`config.mk`:
```
export PLATFORM = sky130hd
export DESIGN_NAME = omap_wr_biu_flat
export DESIGN_NICKNAME = d
export VERILOG_FILES = /design/src/rtl/omap_wr_biu_pkg.sv /design/src/rtl/omap_wr_biu_if.sv /design/src/rtl/omap_wr_fifo.sv /design/src/rtl/omap_wr_biu.sv /design/src/flat_wrapper.sv
export SDC_FILE = /design/constraint.sdc
export NUM_CORES = 1
export LEC_CHECK = 0
export CORE_ASPECT_RATIO = 0.9
export CORE_MARGIN = 3
export CORE_UTILIZATION = 44
export CTS_CLUSTER_SIZE = 16
export DETAILED_ROUTE_END_ITERATION = 7
export HOLD_SLACK_MARGIN = 0.08
export PLACE_DENSITY = 0.75
export SLEW_MARGIN = 20
export SYNTH_ARGS = -nofsm -noshare
export SYNTH_HDL_FRONTEND = slang
export SYNTH_SLANG_ARGS = --single-unit
```
`constraint.sdc`:
```
create_clock -name clk -period 11.1 [get_ports clk]
set_input_delay 2.22 -clock clk [delete_from_list [all_inputs] [get_ports clk]]
set_output_delay 2.22 -clock clk [all_outputs]
set_load 0.02 [all_outputs]
```
`src/rtl/omap_wr_biu_pkg.sv`:
```
// Shared types and constants for the output-feature-map write BIU.
package omap_wr_biu_pkg;

  typedef enum logic [1:0] {
    IDLE  = 2'd0,
    RUN   = 2'd1,
    DRAIN = 2'd2,
    DONE  = 2'd3
  } state_e;

  localparam int TOTAL_W = 24;

  function automatic int byte_shift(input int dw);
    return $clog2(dw / 8);
  endfunction

endpackage

```
`src/rtl/omap_wr_biu_if.sv`:
```
// Merger stream, arbiter write request and write response signals of the BIU.
interface omap_wr_biu_if #(
  parameter int DW = 32,
  parameter int AW = 32
);
  logic          merger_vld;
  logic          merger_rdy;
  logic [DW-1:0] merger_data;
  logic          arb_req;
  logic          arb_vld;
  logic          arb_rdy;
  logic [AW-1:0] arb_addr;
  logic [DW-1:0] arb_data;
  logic          rsp_vld;
  logic          rsp_rdy;

  modport master (
    input  merger_vld, merger_data, arb_rdy, rsp_vld,
    output merger_rdy, arb_req, arb_vld, arb_addr, arb_data, rsp_rdy
  );

  modport slave (
    output merger_vld, merger_data, arb_rdy, rsp_vld,
    input  merger_rdy, arb_req, arb_vld, arb_addr, arb_data, rsp_rdy
  );
endinterface

```
`src/rtl/omap_wr_fifo.sv`:
```
// Small synchronous FIFO between merger and arbiter; head word read from flops.
module omap_wr_fifo #(
  parameter int DW    = 32,
  parameter int DEPTH = 4
) (
  input  logic          clk,
  input  logic          rst_n,
  input  logic          push_i,
  input  logic [DW-1:0] push_data_i,
  input  logic          pop_i,
  output logic [DW-1:0] pop_data_o,
  output logic          full_o,
  output logic          empty_o
);
  localparam int PW = $clog2(DEPTH);

  logic [DW-1:0] mem_q [DEPTH];
  logic [PW-1:0] wr_ptr_q, rd_ptr_q;
  logic [PW:0]   cnt_q;
  logic          do_push, do_pop;

  // No write-through: a push is refused while full even if a pop happens.
  assign do_push    = push_i && !full_o;
  assign do_pop     = pop_i && !empty_o;
  assign full_o     = (cnt_q == (PW+1)'(DEPTH));
  assign empty_o    = (cnt_q == '0);
  assign pop_data_o = mem_q[rd_ptr_q];

  always_ff @(posedge clk) begin
    if (!rst_n) begin
      wr_ptr_q <= '0;
      rd_ptr_q <= '0;
      cnt_q    <= '0;
    end else begin
      if (do_push) wr_ptr_q <= wr_ptr_q + PW'(1);
      if (do_pop)  rd_ptr_q <= rd_ptr_q + PW'(1);
      case ({do_push, do_pop})
        2'b10:   cnt_q <= cnt_q + (PW+1)'(1);
        2'b01:   cnt_q <= cnt_q - (PW+1)'(1);
        default: cnt_q <= cnt_q;
      endcase
    end
  end

  always_ff @(posedge clk) begin
    if (do_push) mem_q[wr_ptr_q] <= push_data_i;
  end

endmodule

```
`src/rtl/omap_wr_biu.sv`:
```
// Output-feature-map write BIU: job FSM, word/response counters and outstanding window.
module omap_wr_biu
  import omap_wr_biu_pkg::*;
#(
  parameter int DW         = 32,
  parameter int AW         = 32,
  parameter int FIFO_DEPTH = 4,
  parameter int MAX_OUTST  = 16
) (
  input  logic          clk,
  input  logic          rst_n,
  input  logic          start_i,
  input  logic [AW-1:0] omap_base_addr_i,
  input  logic [15:0]   map_size_i,
  input  logic [7:0]    out_ch_i,
  output logic          busy_o,
  output logic          done_o,
  output logic          rsp_err_o,
  omap_wr_biu_if.master bus
);
  localparam int              SHIFT     = byte_shift(DW);
  localparam int              OW        = $clog2(MAX_OUTST + 1);
  localparam logic [OW-1:0]   OUTST_MAX = OW'(MAX_OUTST);

  state_e               state_q, state_d;
  logic [AW-1:0]        base_q, base_d;
  logic [TOTAL_W-1:0]   total_q, total_d, start_total;
  logic [TOTAL_W-1:0]   acc_cnt_q, acc_cnt_d;
  logic [TOTAL_W-1:0]   sent_cnt_q, sent_cnt_d;
  logic [TOTAL_W-1:0]   rcv_cnt_q, rcv_cnt_d;
  logic [OW-1:0]        outst_q, outst_d;
  logic                 rsp_err_q, rsp_err_d;
  logic                 fifo_full, fifo_empty;
  logic [DW-1:0]        fifo_data;
  logic                 in_job, acc_hs, arb_hs, rsp_hs, rsp_ok;

  assign in_job      = (state_q == RUN) || (state_q == DRAIN);
  assign busy_o      = in_job;
  assign done_o      = (state_q == DONE);
  assign rsp_err_o   = rsp_err_q;
  assign start_total = TOTAL_W'(map_size_i) * TOTAL_W'(out_ch_i);

  assign bus.arb_req    = in_job;
  assign bus.merger_rdy = (state_q == RUN) && !fifo_full && (acc_cnt_q < total_q);
  // arb_vld cannot drop mid-stall: outst only grows and the FIFO only drains on a handshake.
  assign bus.arb_vld    = (state_q == RUN) && !fifo_empty && (outst_q < OUTST_MAX);
  assign bus.arb_addr   = base_q + (AW'(sent_cnt_q) << SHIFT);
  assign bus.arb_data   = fifo_data;
  assign bus.rsp_rdy    = 1'b1;

  assign acc_hs = bus.merger_vld && bus.merger_rdy;
  assign arb_hs = bus.arb_vld && bus.arb_rdy;
  assign rsp_hs = bus.rsp_vld && in_job;
  assign rsp_ok = rsp_hs && (outst_q != '0);

  omap_wr_fifo #(
    .DW    (DW),
    .DEPTH (FIFO_DEPTH)
  ) u_fifo (
    .clk         (clk),
    .rst_n       (rst_n),
    .push_i      (acc_hs),
    .push_data_i (bus.merger_data),
    .pop_i       (arb_hs),
    .pop_data_o  (fifo_data),
    .full_o      (fifo_full),
    .empty_o     (fifo_empty)
  );

  always_comb begin
    state_d    = state_q;
    base_d     = base_q;
    total_d    = total_q;
    acc_cnt_d  = acc_cnt_q + TOTAL_W'(acc_hs);
    sent_cnt_d = sent_cnt_q + TOTAL_W'(arb_hs);
    rcv_cnt_d  = rcv_cnt_q + TOTAL_W'(rsp_ok);
    rsp_err_d  = rsp_err_q | (rsp_hs & ~rsp_ok);
    case ({arb_hs, rsp_ok})
      2'b10:   outst_d = outst_q + OW'(1);
      2'b01:   outst_d = outst_q - OW'(1);
      default: outst_d = outst_q;
    endcase

    case (state_q)
      IDLE: begin
        if (start_i) begin
          base_d     = omap_base_addr_i;
          total_d    = start_total;
          acc_cnt_d  = '0;
          sent_cnt_d = '0;
          rcv_cnt_d  = '0;
          outst_d    = '0;
          rsp_err_d  = 1'b0;
          state_d    = (start_total == '0) ? DONE : RUN;
        end
      end
      RUN: begin
        if (arb_hs && (sent_cnt_q == total_q - TOTAL_W'(1))) state_d = DRAIN;
      end
      DRAIN: begin
        if (rcv_cnt_d == total_q) state_d = DONE;
      end
      DONE:    state_d = IDLE;
      default: state_d = IDLE;
    endcase
  end

  always_ff @(posedge clk) begin
    if (!rst_n) begin
      state_q    <= IDLE;
      acc_cnt_q  <= '0;
      sent_cnt_q <= '0;
      rcv_cnt_q  <= '0;
      outst_q    <= '0;
      rsp_err_q  <= 1'b0;
    end else begin
      state_q    <= state_d;
      acc_cnt_q  <= acc_cnt_d;
      sent_cnt_q <= sent_cnt_d;
      rcv_cnt_q  <= rcv_cnt_d;
      outst_q    <= outst_d;
      rsp_err_q  <= rsp_err_d;
    end
  end

  // Job parameters are only meaningful once a start has latched them.
  always_ff @(posedge clk) begin
    base_q  <= base_d;
    total_q <= total_d;
  end

endmodule

```
`src/flat_wrapper.sv`:
```
// flat-port wrapper written by rule: the top's interface ports become plain ports
module omap_wr_biu_flat import omap_wr_biu_pkg::*;
#(
  parameter int DW         = 32,
  parameter int AW         = 32,
  parameter int FIFO_DEPTH = 4,
  parameter int MAX_OUTST  = 16
)
  (clk, rst_n, start_i, omap_base_addr_i, map_size_i, out_ch_i, busy_o, done_o, rsp_err_o, bus_merger_vld, bus_merger_data, bus_arb_rdy, bus_rsp_vld, bus_merger_rdy, bus_arb_req, bus_arb_vld, bus_arb_addr, bus_arb_data, bus_rsp_rdy);
  omap_wr_biu_if #(.DW(DW), .AW(AW)) bus_i ();
  input  logic clk;
  input  logic rst_n;
  input  logic start_i;
  input  logic [AW-1:0] omap_base_addr_i;
  input  logic [15:0] map_size_i;
  input  logic [7:0] out_ch_i;
  output logic busy_o;
  output logic done_o;
  output logic rsp_err_o;
  input wire logic [$bits(bus_i.merger_vld)-1:0] bus_merger_vld;
  input wire logic [$bits(bus_i.merger_data)-1:0] bus_merger_data;
  input wire logic [$bits(bus_i.arb_rdy)-1:0] bus_arb_rdy;
  input wire logic [$bits(bus_i.rsp_vld)-1:0] bus_rsp_vld;
  output wire logic [$bits(bus_i.merger_rdy)-1:0] bus_merger_rdy;
  output wire logic [$bits(bus_i.arb_req)-1:0] bus_arb_req;
  output wire logic [$bits(bus_i.arb_vld)-1:0] bus_arb_vld;
  output wire logic [$bits(bus_i.arb_addr)-1:0] bus_arb_addr;
  output wire logic [$bits(bus_i.arb_data)-1:0] bus_arb_data;
  output wire logic [$bits(bus_i.rsp_rdy)-1:0] bus_rsp_rdy;
  assign bus_i.merger_vld = bus_merger_vld;
  assign bus_i.merger_data = bus_merger_data;
  assign bus_i.arb_rdy = bus_arb_rdy;
  assign bus_i.rsp_vld = bus_rsp_vld;
  assign bus_merger_rdy = bus_i.merger_rdy;
  assign bus_arb_req = bus_i.arb_req;
  assign bus_arb_vld = bus_i.arb_vld;
  assign bus_arb_addr = bus_i.arb_addr;
  assign bus_arb_data = bus_i.arb_data;
  assign bus_rsp_rdy = bus_i.rsp_rdy;
  omap_wr_biu #(.DW(DW), .AW(AW), .FIFO_DEPTH(FIFO_DEPTH), .MAX_OUTST(MAX_OUTST)) u_core (.clk(clk), .rst_n(rst_n), .start_i(start_i), .omap_base_addr_i(omap_base_addr_i), .map_size_i(map_size_i), .out_ch_i(out_ch_i), .busy_o(busy_o), .done_o(done_o), .rsp_err_o(rsp_err_o), .bus(bus_i));
endmodule
```
==> results.txt, run 1 <==
most common cell type on the critical path = fa_1
met3 WL = 2590 um
status = finished clean
leading area contributor after synthesis = edfxtp_1
Yosys cell types = 79
RSZ-0062 raised after global routing = false
post-detailed-route wirelength per cell = 17.8 um
Slew headroom = 0.288
ratio of cells with drive above 1 in the final layout = 0.0601
Worst Path Arrival = 8.49 ns
Synth Net Count = 1956
number of flops mapped to enable cells by yosys = 184
worst-path cell chain = clkdlybuf4s50_1 > nand2_1 > fa_1 > fa_1 > inv_1 > fa_1 > inv_1 > fa_1 > inv_1 > ha_1 > nand2_1 > a211o_1 > a211o_1 > a211oi_1 > or4_1 > nand3_1 > nand4b_1 > or4b_2 > a311oi_2
full die area = 0.0431 mm2
Setup violations, final = 0
Synthesis Warnings = 0
Hold Vio Cnt, Final = 0
total power = 3.98 mW
worst setup margin = 3.08 ns
post-route cell area = 0.0209 mm2
Pleak = 8.12 nW
largest net degree at the start of global routing = 72
reg2reg start = u_core.state_q[1]$_SDFFE_PN0P_
Yosys reg bits = 273
syn_area_per_cell = 10.7 um2
critical path class = in2reg
area grow syn2layout = 17.1%
Detail Placement HPWL = 31100 um
gpl congestion = 0.880
cts hold-fix bufs = 0
I/O Buffers = 163
Clk Latency, worst-skew pair = 0.56 ns
Synth Area in Compound Gates = 0.0811
antenna violations before repair = 0
CP max stage delay = 0.80 ns
main combinational cell family by area after synthesis = adder cells
Hold Startpoint = u_core.rsp_err_o$_SDFF_PN0_
Simple-Gate Fraction of Synth Area = 0.163
reg2reg path depth = 15
Worst Hold End = u_core.rsp_err_o$_SDFF_PN0_
Post-Syn Area = 0.0179 mm2
post-synthesis sequential area ratio = 0.409
Worst Path Max Fanout = 16
core area = 0.0398 mm2
DRT iter0 DRCs = 805
final wirelength = 42000 um
Fmax achieved = 125 MHz
clock buffer depth = 3
Worst-Margin Slew = 1.05 ns
Slew Viols, Final = 0
# resized after CTS = 0
initial core utilization = 0.449
Std-Cell Rows = 69
DRC = 0
placed instance area = 0.0200 mm2
Die X = 218 um
vias in the first global route = 13300
Synth Area in XOR/XNOR = 0.0755
CP bufs+invs = 4
R2R Path End = u_core.state_q[1]$_SDFFE_PN0P_
setup bufs post-CTS = 0
M1 WL = 18700 um
max cap viols = 0
CTS tree = built
Top FF cell, synth = edfxtp_1
CTS root buffer = clkbuf_16
vias per cell = 5.46
nets = 2103
max layer used = met4
PwrDens = 190 mW/mm2
routed wl met2 = 19600 um
CP Capture Type = flip-flop
I/O Pins = 165
CTS Buf Count = 27
Final min period = 8.02 ns
Die H = 197 um
cell count after synthesis = 1663
area share of the largest cell type after synthesis = 0.309
asr flop ratio synth = 0
Crit-path slowest cell = clkdlybuf4s50_1
n_diodes = 0
final antenna-violating net count = 0
Worst Path Required = 11.57 ns
post-route clock period utilization = 0.723
VDD IR max = 0.141 mV
TNS Setup = 0 ns
Post-Place Worst Slack = 2.52 ns
Final Skew = 0.00905 ns
Adder-Cell Fraction of Synth Area = 0.176
Hold Path Stages = 2
# clock sinks = 273
clock transition at the registers of the reported paths = 0.06 ns
Area contributors post-synth = edfxtp_1 31%, dfxtp_1 10%, fa_1 9.7%
total track usage = 0.195
first-pass GRT wire length = 68100 um
Hold Path Class = reg2reg
CP delay by family, top = adder cells
via count = 12900
mux share of post-synthesis cell area = 0.0474
Initial DRT Pass Iterations = 5
Overflow after GRT = 0
crit start category = primary input
Max H-tree Level = 1
Reg2Reg Setup Slack = 6.12 ns
==> layer usage <==
| layer | GRT usage | vias up |
|---|---|---|
| met5 | 0 | - |
| met4 | 0.0539 | 0 |
| met3 | 0.0318 | 74 |
| met2 | 0.324 | 357 |
| met1 | 0.266 | 6344 |
| li1 | - | 6123 |
==> cells in the mapped netlist (5+ instances only) <==
| cell | count |
|---|---|
| xor2_1 | 69 |
| fa_1 | 87 |
| a211oi_1 | 7 |
| nand4_1 | 31 |
| mux2i_1 | 7 |
| or4_1 | 10 |
| nor3_1 | 30 |
| a211o_1 | 5 |
| nor2_1 | 121 |
| buf_2 | 5 |
| nand3_1 | 41 |
| a2111oi_0 | 6 |
| nor2b_1 | 8 |
| and2_1 | 110 |
| edfxtp_1 | 184 |
| xnor2_1 | 85 |
| mux4_2 | 32 |
| nand2b_1 | 10 |
| o21ai_0 | 36 |
| or2_2 | 5 |
| buf_1 | 5 |
| clkbuf_1 | 39 |
| a21o_1 | 27 |
| and4_1 | 5 |
| o21bai_1 | 6 |
| inv_1 | 168 |
| o211ai_1 | 5 |
| ha_1 | 112 |
| or3_1 | 18 |
| nand2_1 | 112 |
| a21oi_1 | 59 |
| o21a_1 | 9 |
| and3_1 | 17 |
| dfxtp_1 | 89 |
| nor4_1 | 15 |
==> power by group <==
group | internal, mW | switching [mW]
Combinational | 0.688 | 0.953
Clock | 0.549 | 0.398
Sequential | 1.25 | 0.140
==> kinds of logic after synthesis <==
family / after synthesis
other cells: 1
mux: 44
compound gates: 212
simple gates: 557
xor+xnor: 154
buf+inv: 223
flops: 273
fa+ha+maj: 199
==> layout by cell type, fill, tap and decap left out, types with 6 or more instances in the layout <==
cell type / Yosys / final
nor4_1: 15 / 15
fa_1: 87 / 87
and2_1: 110 / 109
inv_1: 168 / 168
clkinv_1: 1 / 6
nand2b_1: 10 / 9
or3_1: 18 / 18
nand2_1: 112 / 112
a2111oi_0: 6 / 6
clkbuf_16: 0 / 27
nor2_1: 121 / 121
a211oi_1: 7 / 7
xnor2_1: 85 / 85
o21a_1: 9 / 9
ha_1: 112 / 112
buf_4: 4 / 9
edfxtp_1: 184 / 184
nor3_1: 30 / 30
clkdlybuf4s50_1: 0 / 163
o21bai_1: 6 / 6
mux4_2: 32 / 32
nand3_1: 41 / 41
nor2b_1: 8 / 8
nand4_1: 31 / 31
mux2i_1: 7 / 7
o21ai_0: 36 / 36
a21o_1: 27 / 27
a21oi_1: 59 / 59
dfxtp_1: 89 / 88
or4_1: 10 / 10
and3_1: 17 / 17
xor2_1: 69 / 69
==> worst max-delay path by stage <==
| stage | start | cells past startpoint | slack [ns] | end |
|---|---|---|---|---|
| 2_1_floorplan | out_ch_i[6] | 17 | 3.56 | u_core.state_q[1]$_SDFFE_PN0P_ |
| 3_3_place_gp | out_ch_i[4] | 18 | 2.55 | u_core.state_q[1]$_SDFFE_PN0P_ |
| 3_5_place_dp | out_ch_i[2] | 18 | 2.52 | u_core.state_q[1]$_SDFFE_PN0P_ |
| 4_1_cts | out_ch_i[3] | 18 | 3.07 | u_core.state_q[1]$_SDFFE_PN0P_ |
| 5_1_grt | out_ch_i[3] | 18 | 2.65 | u_core.state_q[1]$_SDFFE_PN0P_ |
| 6_report | out_ch_i[7] | 19 | 3.08 | u_core.state_q[1]$_SDFFE_PN0P_ |
==> layout make-up <==
type                            instances  area [um2]
Clock buffer                           31         701
Clock inverter                         19         215
Timing Repair Buffer                  172        1700
Inverter                              169         634
Multi-Input combinational cell       1167        9700
Sequential cell                       273        7310
Fill cell                            3442       18900
Tap cell                              532         666
==> through the flow <==
step / hold slack [ns] / instances / utilization
after floorplan: 0.462 / 1663 / -
after global placement: 0.451 / 2313 / 0.503
after detailed placement: 0.477 / 2313 / 0.503
after CTS: 0.504 / 2363 / 0.526
after global routing: 0.530 / 2363 / 0.526
final: 0.501 / 2363 / 0.526
==> sequential cells by signal, summed over array words and instances, names as in the netlist, named ones only <==
name                    flops
u_core.acc_cnt_q           24
u_core.sent_cnt_q          24
u_core.rcv_cnt_q           24
u_core.u_fifo.wr_ptr_q      2
u_core.base_q              32
u_core.u_fifo.cnt_q         3
u_core.u_fifo.mem_q       128
u_core.rsp_err_o            1
u_core.u_fifo.rd_ptr_q      2
u_core.outst_q              5
u_core.total_q             24
u_core.state_q              2
==> worst register-to-register path, delay by kind of cell, from the launching register on <==
kind,cells,cell delay [ns]
and+or+nand+nor,7,2.05
adders and majority gates,3,1.28
AOI/OAI and AO/OA,4,1.03
DFF,1,0.40
buffers and inverters,1,0.10
Power figures use the tool's default switching activity.
==> run 2, diff against run 1 <==
- PLACE_DENSITY: 0.75 -> 0.77
- clock period: 11.1 -> 7.3 ns (I/O delays scaled with it)
==> run 2 against run 1 <==
Effect of this change:
- final area grew 1.8%
- critical path depth is the same
- setup slack lost 2.7 ns
- flip-flop and latch count unchanged
- sequential share of layout area is 0.61 points lower
- die area did not move
- register-to-register slack worse by 3.8 ns
- first-iteration DRC count increased by 20%
- critical path type unchanged
==> results.txt, run 2 (same netlist as run 1, synthesis figures left out) <==
status = finished clean
Crit-path slowest cell = or4b_2
Pleak = 8.37 nW
Worst Path Arrival = 7.41 ns
Post-Place Worst Slack = -0.298 ns
Fmax achieved = 144 MHz
Worst-Margin Slew = 0.882 ns
vias in the first global route = 13200
first-pass GRT wire length = 68100 um
CP delay by family, top = adder cells
Std-Cell Rows = 69
PwrDens = 294 mW/mm2
CTS tree = built
cts hold-fix bufs = 0
area grow syn2layout = 19.2%
Clk Latency, worst-skew pair = 0.56 ns
vias per cell = 5.39
max cap viols = 0
worst setup margin = 0.349 ns
core area = 0.0398 mm2
Worst Path Max Fanout = 5
CP bufs+invs = 4
CTS root buffer = clkbuf_16
Final Skew = 0.0184 ns
# resized after CTS = 0
total track usage = 0.194
initial core utilization = 0.449
Slew Viols, Final = 0
n_diodes = 0
max reg flops = 128
CP Capture Type = flip-flop
final wirelength = 42100 um
Hold Vio Cnt, Final = 0
I/O Buffers = 163
critical path class = in2reg
DRT iter0 DRCs = 962
commonest non-fill, non-tap cell in the layout = edfxtp_1
ratio of cells with drive above 1 in the final layout = 0.0834
RSZ-0062 raised after global routing = false
Top Registers = u_core.u_fifo.mem_q (128), u_core.base_q (32)
TNS Setup = 0 ns
VDD IR max = 0.190 mV
nets = 2153
Initial DRT Pass Iterations = 5
Final min period = 6.95 ns
I/O Pins = 165
post-route clock period utilization = 0.952
Worst Path Required = 7.76 ns
clock buffer depth = 3
largest net degree at the start of global routing = 69
commonest non-fill, non-tap cells in the layout = 184 x edfxtp_1, 168 x inv_1, 161 x clkdlybuf4s50_1
worst-path cell chain = clkdlybuf4s50_1 > nand2_1 > fa_1 > fa_1 > inv_1 > fa_1 > inv_1 > fa_1 > inv_1 > ha_1 > nand3_1 > o221ai_1 > a2bb2oi_1 > or3_1 > or4_1 > a2111oi_1 > nand4b_1 > or4b_2 > a311oi_2
final antenna-violating net count = 0
gpl congestion = 0.966
post-route cell area = 0.0213 mm2
crit start category = primary input
register name with the most flops = u_core.u_fifo.mem_q
Hold Path Class = reg2reg
post-detailed-route wirelength per cell = 17.4 um
Hold Slack = 0.506 ns
CTS Buf Count = 28
DRC = 0
setup bufs post-CTS = 0
Max H-tree Level = 1
full die area = 0.0431 mm2
# clock sinks = 273
Setup violations, final = 0
placed instance area = 0.0204 mm2
Die X = 218 um
Slew headroom = 0.397
CP max stage delay = 0.68 ns
antenna violations before repair = 0
clock transition at the registers of the reported paths = 0.06 ns
Overflow after GRT = 0
via count = 13000
Die H = 197 um
Detail Placement HPWL = 31400 um
most common cell type on the critical path = fa_1
==> run 2: through the flow <==
stage	util	instances	total power, mW
floorplan	-	1663	3.83
global placement	0.512	2362	4.77
detailed placement	0.512	2362	4.84
CTS	0.535	2414	6.29
global route	0.535	2414	6.69
finish	0.535	2414	6.26
==> run 2: area by class of cell <==
| cell class | instances | area, um2 |
|---|---|---|
| fill | 3348 | 18500 |
| multi-input combinational | 1167 | 9710 |
| sequential | 273 | 7310 |
| timing repair buffer | 221 | 2070 |
| clock buffer | 42 | 783 |
| tap | 532 | 666 |
| inverter | 169 | 634 |
| clock inverter | 10 | 131 |
==> run 2: per-layer routing <==
metal  wire [um]  part of all wire  track usage
met5           0                 0            0
met4         922             0.022       0.0418
met3        2670             0.063       0.0366
met2       19700              0.47        0.324
met1       18800              0.45        0.266
==> run 2: worst register-to-register path, stage by stage (launching register included) <==
cell and delay (ns):
dfxtp_1 0.40, inv_1 0.11, ha_1 0.49, nand2_1 0.09, nor2_1 0.27, ha_1 0.36, ha_1 0.43, nand2_1 0.15
nor4_2 0.54, o22ai_1 0.19, a311oi_1 0.35, nand4_1 0.17, or4_1 0.59, o41ai_4 0.45, and2_2 0.23, a311oi_2 0.08
==> run 2: where the power goes <==
group	total [mW]	switching, mW	internal [mW]
sequential	2.12	0.216	1.90
clock	1.42	0.600	0.817
combinational	2.72	1.48	1.25
total	6.26	2.29	3.96
==> run 2: worst paths after layout <==
check | start | to | slack (ns) | cells past startpoint
setup / recovery | out_ch_i[6] | u_core.state_q[1]$_SDFFE_PN0P_ | 0.35 | 19
hold / removal | u_core.acc_cnt_q[23]$_SDFF_PN0_ | u_core.acc_cnt_q[23]$_SDFF_PN0_ | 0.51 | 2
setup reg to reg | u_core.state_q[1]$_SDFFE_PN0P_ | u_core.state_q[1]$_SDFFE_PN0P_ | 2.28 | 15
hold reg to reg | u_core.acc_cnt_q[23]$_SDFF_PN0_ | u_core.acc_cnt_q[23]$_SDFF_PN0_ | 0.51 | 2
